`src/rtl/ram_burst_master.sv`:
```
// Burst initiator for a single-port on-chip RAM: write bursts via valid/ready,
// read bursts issued back-to-back with returning data tracked by a valid pipe.
module ram_burst_master #(
    parameter int ADDR_W = 8,
    parameter int DATA_W = 16,
    parameter int RD_LAT = 2,
    parameter int LEN_W  = 4
) (
    input  logic              Clk,
    input  logic              Reset,
    input  logic              Start,
    input  logic              Write,
    input  logic [ADDR_W-1:0] BaseAddr,
    input  logic [LEN_W-1:0]  Len,
    input  logic [DATA_W-1:0] WrData,
    input  logic              WrValid,
    output logic              WrReady,
    output logic [DATA_W-1:0] RdData,
    output logic              RdValid,
    output logic              Busy,
    output logic              Done,
    output logic [ADDR_W-1:0] RamAddr,
    output logic [DATA_W-1:0] RamData,
    output logic              RamWren,
    input  logic [DATA_W-1:0] RamQ
);

    localparam logic [2:0] ST_IDLE     = 3'd0;
    localparam logic [2:0] ST_WRITE    = 3'd1;
    localparam logic [2:0] ST_RD_ISSUE = 3'd2;
    localparam logic [2:0] ST_RD_DRAIN = 3'd3;
    localparam logic [2:0] ST_DONE     = 3'd4;

    // Pipe pattern seen in the cycle the final read beat is on RdValid.
    localparam logic [RD_LAT-1:0] LAST_ONLY = RD_LAT'(1) << (RD_LAT - 1);

    logic [2:0]        state_reg, state_next;
    logic [ADDR_W-1:0] addr_reg, addr_next;
    logic [LEN_W-1:0]  beat_reg, beat_next;
    logic [LEN_W-1:0]  len_reg, len_next;
    logic [ADDR_W-1:0] hold_addr_reg;
    logic [RD_LAT-1:0] vpipe_reg, vpipe_next;
    logic              issue;
    logic              in_write;
    logic              in_issue;

    always_comb begin
        state_next = state_reg;
        addr_next  = addr_reg;
        beat_next  = beat_reg;
        len_next   = len_reg;
        issue      = 1'b0;
        case (state_reg)
            ST_IDLE: begin
                if (Start) begin
                    addr_next  = BaseAddr;
                    beat_next  = '0;
                    len_next   = Len;
                    state_next = Write ? ST_WRITE : ST_RD_ISSUE;
                end
            end
            ST_WRITE: begin
                if (WrValid) begin
                    addr_next = addr_reg + ADDR_W'(1);
                    beat_next = beat_reg + LEN_W'(1);
                    if (beat_reg == len_reg) begin
                        state_next = ST_DONE;
                    end
                end
            end
            ST_RD_ISSUE: begin
                issue     = 1'b1;
                addr_next = addr_reg + ADDR_W'(1);
                beat_next = beat_reg + LEN_W'(1);
                if (beat_reg == len_reg) begin
                    state_next = ST_RD_DRAIN;
                end
            end
            ST_RD_DRAIN: begin
                if (vpipe_reg == LAST_ONLY) begin
                    state_next = ST_DONE;
                end
            end
            ST_DONE: begin
                state_next = ST_IDLE;
            end
            default: begin
                state_next = ST_IDLE;
            end
        endcase
    end

    // Valid pipe: stage 0 marks an address issued last cycle, stage RD_LAT-1 aligns with q.
    assign vpipe_next[0] = issue;
    generate
        for (genvar gi = 1; gi < RD_LAT; gi++) begin : g_vpipe
            assign vpipe_next[gi] = vpipe_reg[gi-1];
        end
    endgenerate

    always_ff @(posedge Clk) begin
        if (Reset) begin
            state_reg     <= ST_IDLE;
            addr_reg      <= '0;
            beat_reg      <= '0;
            len_reg       <= '0;
            hold_addr_reg <= '0;
            vpipe_reg     <= '0;
        end else begin
            state_reg     <= state_next;
            addr_reg      <= addr_next;
            beat_reg      <= beat_next;
            len_reg       <= len_next;
            hold_addr_reg <= RamAddr;
            vpipe_reg     <= vpipe_next;
        end
    end

    assign in_write = (state_reg == ST_WRITE);
    assign in_issue = (state_reg == ST_RD_ISSUE);

    // Outside active issue the RAM address stays on whatever was last driven.
    assign RamAddr = (in_write || in_issue) ? addr_reg : hold_addr_reg;
    assign RamData = in_write ? WrData : '0;
    assign RamWren = in_write && WrValid;
    assign WrReady = in_write;

    assign RdValid = vpipe_reg[RD_LAT-1];
    assign RdData  = RdValid ? RamQ : '0;

    assign Busy = (state_reg != ST_IDLE);
    assign Done = (state_reg == ST_DONE);

endmodule
```
`config.mk`:
```
export PLATFORM = sky130hd
export DESIGN_NAME = ram_burst_master
export DESIGN_NICKNAME = d
export VERILOG_FILES = /design/src/rtl/ram_burst_master.sv
export SDC_FILE = /design/constraint.sdc
export NUM_CORES = 1
export LEC_CHECK = 0
export CAP_MARGIN = 30
export CORE_UTILIZATION = 35
export CTS_CLUSTER_SIZE = 10
export DETAILED_ROUTE_END_ITERATION = 6
export MAX_ROUTING_LAYER = met4
export PLACE_DENSITY = 0.84
export SYNTH_ARGS = -nofsm -noshare
export SYNTH_HDL_FRONTEND = slang
export SYNTH_SLANG_ARGS = --single-unit
```
`constraint.sdc`:
```
create_clock -name Clk -period 1.5 [get_ports Clk]
set_input_delay 0.3 -clock Clk [delete_from_list [all_inputs] [get_ports Clk]]
set_output_delay 0.3 -clock Clk [all_outputs]
set_load 0.01 [all_outputs]
```
---- Word-level counts from Yosys, hierarchy flattened ----
Cells that the tools add are included.
word-level totals
  bits in registers ....................... 29
  input bits .............................. 49
  output and inout port bits .............. 45
  word-level logic and storage cells ...... 44
cells by class
  add/sub/neg operators ................... 2
  eq/ne operators ......................... 11
  muxes and demuxes ....................... 17
  reductions and logical operators ........ 8
operators with widths
  operator                                                count
  2-to-1 mux 16 bit                                       2
  2-to-1 mux 8 bit                                        3
  case mux 8 bit (3 select lines)                         1
  2-to-1 mux 3 bit                                        5
  case mux 3 bit (4 select lines)                         1
  case mux 4 bit (3 select lines)                         1
  adder 8 x 1 -> 8 bit (second input constant)            1
  2-to-1 mux 4 bit                                        2
  equality test 3 x 2 -> 1 bit (second input constant)    2
  inequality test 2 bit (second input constant)           3
  nonzero test 3 bit                                      2
  AND reduction 5 bit                                     1
  adder 4 x 1 -> 4 bit (second input constant)            1
  equality test 4 bit                                     1
  inequality test 2 x 1 -> 1 bit (second input constant)  2
  equality test 3 x 1 -> 1 bit (second input constant)    1
  equality test 3 bit (second input constant)             1
  zero test 3 bit                                         1
  AND reduction 3 bit                                     1
  equality test 2 bit (second input constant)             1
  2-to-1 mux 2 bit                                        1
  AND reduction 2 bit                                     1
  logical AND 1 bit                                       1
  logical OR 1 bit                                        1
  2-to-1 mux 1 bit                                        1

---- Logic depth before layout (Yosys ltp) ----
  word-level depth ........................ 4
  mapped depth ............................ 6

---- Least setup slack after synthesis ----
No wires, ideal clock.
  kind .................................... register to output
  start point ............................. register state_reg[1]
  end point ............................... output RamData[10]
  arrival ................................. 1.228 ns
  data required time ...................... 1.200 ns
  slack ................................... -0.028 ns
  stages on the path, launching flop included .. 5
  path buffers ............................ 2
  cells stage by stage .................... dfxtp_1 > buf_4 > nor2_1 > clkbuf_1 > and3_1
on the way
  word-level cells in the longest chain between the ends .. 2
ends and longest elaborated chain
  item                          line  source
  start, declared               37    logic [2:0] state_reg, state_next;
  start signal, assigned        110   state_reg <= state_next;
  equality test 3 x 1 -> 1 bit  119   assign in_write = (state_reg == ST_WRITE);
  2-to-1 mux 16 bit             124   assign RamData = in_write ? WrData : '0;
  end, declared                 23    output logic [DATA_W-1:0] RamData,
No other way between the ends.

---- Final worst setup path ----
  start point ............................. register state_reg[0]
  end point ............................... output RamAddr[4]
on the way
  word-level cells in the longest chain between the ends .. 3
  elaborated cells between the ends (all ways) .. 4
ends and longest elaborated chain
  item                                                                          line      source
  equality test 3 x 1 -> 1 bit or equality test 3 x 2 -> 1 bit (tied branches)  119, 120
  logical OR 1 bit *                                                            123       assign RamAddr = (in_write || in_issue) ? addr_reg : hold_addr_reg;
  2-to-1 mux 8 bit *                                                            123
  end, declared                                                                 22        output logic [ADDR_W-1:0] RamAddr,
Every way passes the cells marked *; elsewhere a longest branch is shown, timed or not.

==> out/results.tsv <==
stage	metric	value	unit
status	outcome	complete, but fails checks	
status	failed_checks	negative setup slack	
finish	nets	366	
grt	antenna_found_initial	0	
synth	synth_area	1720	sq um
setup_path	critPathMaxFanout	6	
die	start_util	36.4	%
finish	antenna_cells	0	
power	powerDensity	1690	nW/um^2
synth	syn_area_per_cell	8.68	sq um
place	pre_cts_ws	-356	ps
grt	track_usage	20.6	%
finish	final_util	67.6	%
detailed_routing	drtAntennaViolNets	0	
finish	fillers	377	
cts	clk_pin_slew	60	ps
setup_path	path_cells	xor2_4 > nand2_4 > buf_12 > mux2_4 > buf_6	
die	die_y	72.1	microns
timing	slew_headroom	78.6	%
place	io_buffers	93	
place	place_inst	367	
place	gp_congestion	0.840	
finish	fin_cells	382	
synth	ys_seq_elements	29	
synth	ys_warn_count	0	
grt	grt_pass1_wl	8.24	mm
timing	hold_viol_final	0	
power	leakagePower	1.46	nW
timing	fmax	0.558	GHz
setup_path	start_kind	flop	
detailed_routing	viasPerCell	4.99	
grt	grt_max_degree	32	
detailed_routing	drt_iter0_markers	88	
synth	synthCells	198	
timing	setup-violations-final	41	
synth	syn-num-nets	249	
synth	ys_seq_area_share	33.8	%
setup_path	cp-end-kind	primary output	
setup_path	path_class	reg -> out	
cts	cts_buffers	5	
timing	whs	459	ps
timing	tightest_slew	321	ps
worst_hold_path	hold_path.class	reg -> reg	
setup_path	arrival	1490	ps
power	peakVddDrop	1.21	mV
setup_path	cp.required	1200	ps
setup_path	crit_family	flip-flops	
cts	holdBufCountCts	0	
timing	fin_setup_tns	-7440	ps
finish	syn_to_final_growth	85.9	%
setup_path	cpPeakStageDelay	370	ps
die	fp.dieW	72.1	microns
timing	drv_slew	0	
timing	fin_crit_sh	120	%
setup_path	crit_slowest_cell	dfxtp_4	
setup_path	crit_buf_inv	2	
power	p_total	5.39	mW
die	core	4720	sq um
detailed_routing	dr_total_vias	1906	
cts	cts_max_level	2	
timing	rsz0062_at_grt	yes	
synth	synth_cell_type_count	43	
cts	clk_latency	290	ps
detailed_routing	wirelength	5.40	mm
grt	first_global_vias	1787	
timing	clock-skew-final	5.48	ps
detailed_routing	drtPass1Iterations	4	
place	post-dp-hpwl	3.59	mm
detailed_routing	drt_drc_violations_left	0	
die	placementRows	25	
finish	drive_gt1_share	31.4	%
timing	fin_crit	1790	ps
cts	cts-root-buf	clkbuf_8	
grt	grt_overflow_total	0	
place	place_area	2880	sq um
cts	tritoncts	done	
die	dieArea	5190	sq um
run	drv_cap	0	
cts	cts_max_path_buffers	2	
finish	final_cell_area	3190	sq um
cts	cts_sinks	29	
die	io_pins	94	
detailed_routing	wl_per_cell	14.1	microns
timing	finalWorstSetupSlack	-294	ps
[synthesized netlist by cell type]
master / n / area share, %
nand3_1: 4 / 1.2
xnor2_1: 3 / 1.5
a21oi_1: 10 / 2.9
nor3_1: 4 / 1.2
o2111ai_1: 1 / 0.51
o32ai_1: 4 / 2.0
mux2_2: 8 / 5.2
nor4_1: 1 / 0.36
nor2_1: 10 / 2.2
nand2_1: 8 / 1.7
o21ai_0: 4 / 1.2
and2_1: 27 / 9.8
o211ai_1: 1 / 0.44
nand4_1: 2 / 0.73
dfxtp_1: 29 / 34
a211o_1: 1 / 0.51
buf_4: 1 / 0.44
o31a_1: 3 / 1.5
or3b_2: 1 / 0.51
a211oi_1: 4 / 1.7
a21o_1: 2 / 0.87
o21bai_1: 1 / 0.44
o211ai_2: 1 / 0.73
nor4b_4: 1 / 1.4
inv_1: 5 / 1.1
a21boi_0: 1 / 0.44
buf_6: 1 / 0.66
or3_1: 1 / 0.36
nand3b_1: 1 / 0.44
xor2_1: 4 / 2.0
o2111a_1: 1 / 0.66
mux2i_1: 7 / 4.1
clkbuf_1: 8 / 1.7
nor4b_1: 2 / 1.0
buf_2: 3 / 0.87
ha_1: 2 / 1.5
nand2b_1: 5 / 1.8
a311oi_1: 2 / 1.0
nor2b_1: 2 / 0.73
o22ai_1: 1 / 0.36
xor2_2: 1 / 0.95
and3_1: 19 / 6.9
nand2_2: 1 / 0.36
[final cells by class]
| type | count | area [sq um] | share of cell area [%] |
|---|---|---|---|
| clock buffers | 7 | 86.3 | 2.70 |
| well taps | 67 | 83.8 | 2.63 |
| multi-input cells | 153 | 1250 | 39.1 |
| inverters | 5 | 23.8 | 0.745 |
| repair buffers | 121 | 1160 | 36.2 |
| flip-flops and latches | 29 | 593 | 18.6 |
[cell usage in the layout, fill, tap and decap left out, types with 4 or more instances in the layout]
cell,netlist,routed
a21oi_1,10,7
and2_1,27,26
and3_1,19,19
buf_12,0,4
buf_2,3,12
buf_4,1,17
buf_6,1,17
clkbuf_8,0,6
clkdlybuf4s15_2,0,6
clkdlybuf4s50_1,0,48
dfxtp_1,29,25
dlygate4sd2_1,0,16
inv_1,5,4
mux2_4,0,8
mux2i_1,7,7
nand2_1,8,8
nand2b_1,5,5
nand3_1,4,4
nor2_1,10,8
xor2_1,4,4
[what timing repair did]
action,4_1_cts,5_1_grt
setup buffers,5,1
gates cloned,2,0
gates resized for setup,170,15
setup endpoints to repair,57,48
pin swaps,7,2
[per-layer routing]
layer / wire [microns] / vias to the layer above / share of wire [%] / track usage [%]
li1: - / 944 / - / -
met4: 82 / 0 / 1.5 / 7.41
met2: 2740 / 72 / 51 / 35.4
met3: 347 / 10 / 6.4 / 5.14
met1: 2230 / 880 / 41 / 23.1
met5: 0 / - / 0 / -
[final timing paths]
path	startpoint	endpoint	slack [ps]	cells after the start
setup / recovery	state_reg[0]	RamAddr[4]	-290	5
hold / removal	vpipe_reg[0]	vpipe_reg[1]	460	1
setup reg to reg	state_reg[1]	beat_reg[1]	-220	7
hold reg to reg	vpipe_reg[0]	vpipe_reg[1]	460	1
[logic make-up after synthesis]
logic type | after synthesis | synth area share [%]
xor+xnor | 8 | 4.52
flops | 29 | 33.8
simple gates | 89 | 30.7
mux | 15 | 9.32
compound gates | 37 | 15.4
fa+ha+maj | 2 | 1.46
buf+inv | 18 | 4.81
[report_power, final]
part / internal (mW) / switching, mW
Combinational: 1.92 / 1.59
Clock: 0.363 / 0.298
Sequential: 1.01 / 0.219
[worst reg2reg max path: cells and delay by family, from the launching register on]
family          cells  cell delay [ps]
simple gates        2              560
compound gates      2              230
buf+inv             3              480
flops               1              370
No activity file was read; power rests on OpenSTA's default activity.
